[src/rtl/uart_tx_driver.sv]
// 8N1 UART transmitter with a small circular byte FIFO in front of the shifter.
// Frames go out back-to-back at CLKS_PER_BIT sysClock cycles per bit.
module uart_tx_driver #(
   parameter int CLKS_PER_BIT = 417,
   parameter int FIFO_DEPTH   = 4
) (
   input  logic                          sysClock,
   input  logic                          reset,
   input  logic                          wr_en,
   input  logic [7:0]                    wr_data,
   output logic                          full,
   output logic                          empty,
   output logic [$clog2(FIFO_DEPTH):0]   count,
   output logic                          busy,
   output logic                          overflow,
   output logic                          tx_out
);

   localparam int AW = $clog2(FIFO_DEPTH);
   localparam int CW = $clog2(CLKS_PER_BIT);
   localparam logic [CW-1:0] BAUD_TC  = CW'(CLKS_PER_BIT - 1);
   localparam logic [AW:0]   DEPTH_C  = (AW + 1)'(FIFO_DEPTH);

   typedef enum logic [1:0] {
      IDLE  = 2'd0,
      START = 2'd1,
      DATA  = 2'd2,
      STOP  = 2'd3
   } state_t;

   state_t          state_r, state_nxt_s;
   logic [7:0]      mem_r [FIFO_DEPTH];
   logic [AW-1:0]   wr_ptr_r, rd_ptr_r;
   logic [AW:0]     count_r, count_nxt_s;
   logic            full_r, empty_r, busy_r, overflow_r, tx_out_r;
   logic [CW-1:0]   baud_r, baud_nxt_s;
   logic [2:0]      bit_idx_r, bit_idx_nxt_s;
   logic [7:0]      shift_r, shift_nxt_s;
   logic            tx_nxt_s, busy_nxt_s, pop_s, push_s, baud_tc_s;

   assign full     = full_r;
   assign empty    = empty_r;
   assign count    = count_r;
   assign busy     = busy_r;
   assign overflow = overflow_r;
   assign tx_out   = tx_out_r;

   assign baud_tc_s = (baud_r == BAUD_TC);
   // full is the registered flag, so a write while full is dropped even if this edge pops
   assign push_s    = wr_en & ~full_r;

   // State register, FIFO bookkeeping and registered outputs
   always_ff @(posedge sysClock) begin
      if (reset) begin
         state_r    <= IDLE;
         wr_ptr_r   <= '0;
         rd_ptr_r   <= '0;
         count_r    <= '0;
         full_r     <= 1'b0;
         empty_r    <= 1'b1;
         busy_r     <= 1'b0;
         overflow_r <= 1'b0;
         tx_out_r   <= 1'b1;
         baud_r     <= '0;
         bit_idx_r  <= 3'd0;
         shift_r    <= 8'd0;
      end else begin
         state_r    <= state_nxt_s;
         wr_ptr_r   <= push_s ? wr_ptr_r + AW'(1) : wr_ptr_r;
         rd_ptr_r   <= pop_s  ? rd_ptr_r + AW'(1) : rd_ptr_r;
         count_r    <= count_nxt_s;
         full_r     <= (count_nxt_s == DEPTH_C);
         empty_r    <= (count_nxt_s == '0);
         busy_r     <= busy_nxt_s;
         overflow_r <= overflow_r | (wr_en & full_r);
         tx_out_r   <= tx_nxt_s;
         baud_r     <= baud_nxt_s;
         bit_idx_r  <= bit_idx_nxt_s;
         shift_r    <= shift_nxt_s;
      end
   end

   // FIFO storage; contents are don't-care until written
   always_ff @(posedge sysClock) begin
      if (push_s) begin
         mem_r[wr_ptr_r] <= wr_data;
      end else begin
         mem_r[wr_ptr_r] <= mem_r[wr_ptr_r];
      end
   end

   // Next-state, pop decision and baud/bit counters
   always_comb begin
      state_nxt_s   = state_r;
      pop_s         = 1'b0;
      baud_nxt_s    = baud_r;
      bit_idx_nxt_s = bit_idx_r;
      case (state_r)
         IDLE: begin
            baud_nxt_s    = '0;
            bit_idx_nxt_s = 3'd0;
            if (!empty_r) begin
               pop_s       = 1'b1;
               state_nxt_s = START;
            end else begin
               state_nxt_s = IDLE;
            end
         end
         START: begin
            if (baud_tc_s) begin
               baud_nxt_s    = '0;
               bit_idx_nxt_s = 3'd0;
               state_nxt_s   = DATA;
            end else begin
               baud_nxt_s = baud_r + CW'(1);
            end
         end
         DATA: begin
            if (baud_tc_s) begin
               baud_nxt_s = '0;
               if (bit_idx_r == 3'd7) begin
                  state_nxt_s = STOP;
               end else begin
                  bit_idx_nxt_s = bit_idx_r + 3'd1;
               end
            end else begin
               baud_nxt_s = baud_r + CW'(1);
            end
         end
         STOP: begin
            if (baud_tc_s) begin
               baud_nxt_s = '0;
               if (!empty_r) begin
                  pop_s       = 1'b1;
                  state_nxt_s = START;
               end else begin
                  state_nxt_s = IDLE;
               end
            end else begin
               baud_nxt_s = baud_r + CW'(1);
            end
         end
         default: begin
            state_nxt_s = IDLE;
            baud_nxt_s  = '0;
         end
      endcase
      count_nxt_s = count_r + {{AW{1'b0}}, push_s} - {{AW{1'b0}}, pop_s};
   end

   // Line level and shifter; the shifter moves right so the next bit is always shift_r[1]
   always_comb begin
      tx_nxt_s    = tx_out_r;
      shift_nxt_s = shift_r;
      case (state_r)
         IDLE: begin
            if (pop_s) begin
               shift_nxt_s = mem_r[rd_ptr_r];
               tx_nxt_s    = 1'b0;
            end else begin
               tx_nxt_s = 1'b1;
            end
         end
         START: begin
            if (baud_tc_s) begin
               tx_nxt_s = shift_r[0];
            end else begin
               tx_nxt_s = 1'b0;
            end
         end
         DATA: begin
            if (baud_tc_s) begin
               if (bit_idx_r == 3'd7) begin
                  tx_nxt_s = 1'b1;
               end else begin
                  tx_nxt_s    = shift_r[1];
                  shift_nxt_s = {1'b0, shift_r[7:1]};
               end
            end else begin
               tx_nxt_s = tx_out_r;
            end
         end
         STOP: begin
            if (pop_s) begin
               shift_nxt_s = mem_r[rd_ptr_r];
               tx_nxt_s    = 1'b0;
            end else begin
               tx_nxt_s = 1'b1;
            end
         end
         default: begin
            tx_nxt_s = 1'b1;
         end
      endcase
      busy_nxt_s = (state_nxt_s != IDLE);
   end

endmodule

[config.mk]
export PLATFORM = sky130hd
export DESIGN_NAME = uart_tx_driver
export DESIGN_NICKNAME = d
export VERILOG_FILES = /design/src/rtl/uart_tx_driver.sv
export SDC_FILE = /design/constraint.sdc
export NUM_CORES = 1
export LEC_CHECK = 0
export ABC_AREA = 1
export CAP_MARGIN = 0
export CELL_PAD_IN_SITES_DETAIL_PLACEMENT = 1
export CELL_PAD_IN_SITES_GLOBAL_PLACEMENT = 2
export CORE_ASPECT_RATIO = 1.5
export CORE_MARGIN = 4
export CORE_UTILIZATION = 33
export CTS_CLUSTER_SIZE = 8
export DETAILED_ROUTE_END_ITERATION = 16
export PLACE_DENSITY_LB_ADDON = 0.2
export SLEW_MARGIN = 25
export SYNTH_ARGS = -nofsm -noshare
export SYNTH_HDL_FRONTEND = slang
export SYNTH_SLANG_ARGS = --single-unit
[constraint.sdc]
create_clock -name sysClock -period 2.65 [get_ports sysClock]
set_input_delay 0.265 -clock sysClock [delete_from_list [all_inputs] [get_ports sysClock]]
set_output_delay 0.265 -clock sysClock [all_outputs]
set_load 0.02 [all_outputs]
* After elaboration in Yosys (flattened, before gate mapping)
Memories as Yosys holds them, arrays and structs flattened. A register that Yosys moved wholly into a read port is not among the register bits.
Cells that the tools add are included.
** Storage, ports and cells
- Register bits :: 34
- Latch bits :: 0
- RAM bits :: 32
- ROM bits :: 0
- Bits of input ports :: 11
- Output and inout port bits :: 8
- Memories :: 1
** Memory list
- mem_r :: depth 4, width 8, read ports 1, clocked after memory_dff 1, write ports 1, RTL line 32 : logic [7:0] mem_r [FIFO_DEPTH];
** Cells by class
- Add/subtract/negate cells :: 6
- $mul :: 0
- Divide/modulo/power cells :: 0
- $lt $le $gt $ge :: 0
- Eq/ne operators :: 11
- Shifts and indexed selects :: 0
- Muxes and demuxes :: 30
- Bitwise operators :: 5
- Reduce and logical (&&, ||, !) cells :: 10
** Operators by type and width (count)
- 2-to-1 mux 8 bit :: 4
- case mux 9 bit (2 select lines) :: 1
- case mux 8 bit (2 select lines) :: 1
- 2-to-1 mux 2 bit :: 6
- 2-to-1 mux 1 bit :: 10
- adder 9 x 1 -> 9 bit, second input constant :: 1
- equality test 9 bit, second input constant :: 1
- 2-to-1 mux 3 bit :: 3
- 2-to-1 mux 9 bit :: 1
- case mux 3 bit (3 select lines) :: 1
- case mux 2 bit (4 select lines) :: 1
- AND reduction 4 bit :: 2
- equality test 3 bit, second input constant :: 2
- inequality test 2 bit, second input constant :: 3
- adder 2 x 1 -> 2 bit, second input constant :: 2
- equality test 2 bit, second input constant :: 2
- nonzero test 2 bit :: 2
- adder 3 x 1 -> 3 bit :: 1
- adder 3 x 1 -> 3 bit, second input constant :: 1
- logical NOT 3 bit :: 1
- case mux 1 bit (3 select lines) :: 1
- nonzero test 3 bit :: 1
- OR reduction 3 bit :: 1
- subtractor 3 x 1 -> 3 bit :: 1
- 10 further kinds :: 12

* Longest topological paths before layout
- Word-level depth :: 5
- Mapped depth :: 17
- Mapped depth without buffers :: 17

* Worst setup path before layout
Ideal clock, no wire load.
- Path kind :: reg-to-reg
- From :: reg state_r[0]
- To :: reg empty_r, in the netlist empty
- Data arrival time :: 2.410 ns
- Setup slack :: 0.170 ns
- Stages on the path, launching flop included :: 15
- Buffers on the path :: 0
- Cell sequence :: dfxtp_1 > inv_1 > ha_1 > clkinv_1 > nand2_1 > inv_1 > ha_1 > inv_1 > ha_1 > inv_1 > fa_1 > xnor2_1 > xor2_1 > nor2_1 > a21oi_1
** Between the ends
- Word-level cells in the longest chain between the ends :: 4
** RTL lines
- from (decl) :: RTL line 31 : state_t state_r, state_nxt_s;
- from (signal assigned) :: RTL line 68 : state_r <= state_nxt_s;
- equality test 2 bit or logical NOT 2 bit (tied branches) :: RTL line 98 : case (state_r)
- case mux 1 bit (2 select lines) (*) :: RTL line 98
- net pop_s :: RTL line 39 : logic tx_nxt_s, busy_nxt_s, pop_s, push_s, baud_tc_s;
- subtractor 3 x 1 -> 3 bit (*) :: RTL line 148 : count_nxt_s = count_r + {{AW{1'b0}}, push_s} - {{AW{1'b0}}, pop_s};
- logical NOT 3 bit (*) :: RTL line 73 : empty_r <= (count_nxt_s == '0);
- to (signal assigned) :: RTL line 73
- to (decl) :: RTL line 35 : logic full_r, empty_r, busy_r, overflow_r, tx_out_r;
The timed path passes the listed nets; every way through them passes the cells marked *.
A chain may end at the register's enable or synchronous reset.

* Final worst setup path
Ends and elaborated chain as after synthesis.

==> reports/metrics.csv <==
stage,metric,value,unit
cells_and_area,layout_common_cells,"nand2_1 (82), nor2_1 (54), inv_1 (36)",
floorplanning,row_count,42,
cts,clkLatencyLatePin,0.33,ns
cells_and_area,fin_cells,505,
synth,synth-async-reset-ratio,0,
sta,hold_viol,0,
power,p_leak,1.646,nW
synth,syn_area,3053,um^2
floorplanning,die_width,86.54,um
outcome,status,finished clean,
floorplanning,die-area,10890,um^2
floorplanning,initial_utilization,0.3417,
cells_and_area,drive_gt1_frac,0.1671,
synth,syn-num-nets,379,
job,maxCapViolations,0,
floorplanning,die_h,125.8,um
placed_design,io_buffers,18,
global_route,grt_pass1_wl,11.45,mm
setup_path,crit_path_end_kind,flip-flop,
placed_design,dpl_worst_slack,0.01390,ns
placed_design,dp.cells,482,
setup_path,crit_path_start_kind,flip-flop,
sta,worst_slack,0.1850,ns
sta,max_clock_freq,405.7,MHz
global_route,antenna_found_initial,0,
global_route,grtUsageTotal,0.1369,
sta,setup_tns,0,ns
setup_path,path_max_fanout,3,
global_route,grt_max_degree,19,
cells_and_area,final_common_cell,nand2_1,
global_route,overflow,0,
synth,synth-seq-cells,68,
floorplanning,io_pins,19,
sta,period_needed,2.465,ns
sta,worst_slew_pin_slew,0.5395,ns
detailed_routing,route.detailed.drc,0,
power,p_total,3.835,mW
cts,path_clk_slew,0.06,ns
detailed_routing,vias,2334,
synth,ys_warn_count,0,
cts,ctsRootBufferMaster,clkbuf_16,
power,p_per_area,1005,nW/um^2
detailed_routing,antenna_left,0,
cts,cts.sinks,68,
synth,avgSynthCellArea,8.673,um^2
synth,synth_ff_type,dfxtp_1,
cts,postCtsHoldBufs,0,
min_path,hp-class,flip-flop to flip-flop,
cells_and_area,area_growth,25.04,%
cts,ctsHtreeMaxLevel,3,
placed_design,post-dp-hpwl,4.870,mm
cts,cts_buffer_depth,2,
sta,slew_viol_final,0,
cts,cts_tree,built,
setup_path,worstPathArrival,2.73,ns
synth,synth_edf_count,32,
cells_and_area,fillers,1068,
cells_and_area,finish.net_count,417,
sta,holdWs,0.4702,ns
sta,slew_headroom,0.6400,
setup_path,critPathKind,flip-flop to flip-flop,
synth,ys_seq_area_frac,0.5508,
detailed_routing,wl_per_cell,13.34,um
detailed_routing,routed_wl,6.735,mm
power,ir_drop,0.4522,mV
detailed_routing,drtIter0Drc,89,
detailed_routing,vias_per_cell,4.622,
cts,cts_made_buffers,9,
placed_design,gp_congestion,0.7133,
synth,syn_inst,352,
sta,setup_viol,0,
sta,finalClockSkew,0.005597,ns
sta,post-route-period-util,0.9302,
floorplanning,core_area,8934,um^2
global_route,grt_pass1_vias,2409,
setup_path,crit_required,2.91,ns
detailed_routing,detail_route.first_pass.iterations,4,
synth,synth_cell_types,27,
cells_and_area,diodes,0,
==> through the flow <==
stage	instance area (um^2)	utilization
5_1_grt	3817	0.4273
3_3_place_gp	3397	0.3803
3_5_place_dp	3397	0.3803
6_report	3817	0.4273
2_1_floorplan	3053	-
4_1_cts	3705	0.4147
==> metal layers <==
layer / track usage / share of wire / up-vias
li1: - / - / 1188
met1: 0.1425 / 0.40 / 1115
met2: 0.2507 / 0.55 / 20
met3: 0.03007 / 0.022 / 11
met4: 0.06881 / 0.023 / 0
met5: 0 / 0 / -
==> where the power goes <==
part,switching [mW],leakage [nW],internal (mW)
registers,0.109,0.591,1.31
clock network,0.450,0.150,0.742
logic,0.749,0.905,0.478
==> synth_stat cells (2+ instances only) <==
library cell	number	share of area
clkinv_1	3	0.0037
a21oi_1	10	0.016
buf_4	2	0.0049
nand2_1	86	0.11
nor3b_1	2	0.0049
o21ai_0	31	0.051
inv_1	42	0.052
buf_2	3	0.0049
clkbuf_1	2	0.0025
dfxtp_1	36	0.24
ha_1	15	0.061
nand3_1	12	0.020
nand2_2	5	0.010
nor2_1	55	0.068
edfxtp_1	32	0.31
xor2_1	3	0.0086
nor3_1	3	0.0049
==> path summary, 6_finish.rpt <==
kind              cells past startpoint  slack, ns                   to             startpoint
setup / recovery                     16       0.19     empty$_SDFF_PP1_  state_r[0]$_SDFF_PP0_
hold / removal                        2       0.47  overflow$_SDFF_PP0_    overflow$_SDFF_PP0_
setup reg to reg                     16       0.19     empty$_SDFF_PP1_  state_r[0]$_SDFF_PP0_
hold reg to reg                       2       0.47  overflow$_SDFF_PP0_    overflow$_SDFF_PP0_
==> critical path, stage by stage (launching register included) <==
cell and delay, ns:
dfxtp_4 0.37, ha_4 0.14, inv_1 0.04, nor2_2 0.14, nand3_2 0.10, nand2_2 0.09
nand2_2 0.06, inv_2 0.05, ha_1 0.22, inv_1 0.06, ha_2 0.16, inv_2 0.04
fa_2 0.36, xnor2_2 0.17, xor2_1 0.19, nor2_1 0.08, a21oi_1 0.12
==> kinds of logic after synthesis <==
| family | Yosys count | synth area share |
|---|---|---|
| flops | 68 | 0.5508 |
| simple gates | 167 | 0.2246 |
| compound gates | 43 | 0.07254 |
| fa+ha+maj | 16 | 0.06803 |
| buf+inv | 54 | 0.07254 |
| xor+xnor | 4 | 0.01148 |
==> registers in the layout, indices dropped and copies added (netlist names), 2 cells and up, named ones only <==
| name | count |
|---|---|
| count | 3 |
| state_r | 2 |
| bit_idx_r | 3 |
| mem_r | 32 |
| rd_ptr_r | 2 |
| baud_r | 9 |
| shift_r | 8 |
| wr_ptr_r | 2 |
==> repair_timing <==
action / 4_1_cts / 5_1_grt
buffers inserted: 0 / 7
hold endpoints to repair: 0 / 0
setup endpoints to repair: 0 / 3
resized for setup: 0 / 26
==> cell type report <==
| type | count | area, um^2 | area share |
|---|---|---|---|
| clock buffer | 12 | 277.8 | 0.07276 |
| sequential | 68 | 1692 | 0.4431 |
| multi-input combinational | 230 | 1200 | 0.3143 |
| timing repair buffer | 35 | 307.8 | 0.08063 |
| inverter | 46 | 172.7 | 0.04523 |
| tap | 110 | 137.6 | 0.03605 |
| clock inverter | 4 | 30.03 | 0.007866 |
Note: power is estimated with default switching activity, not from simulation.
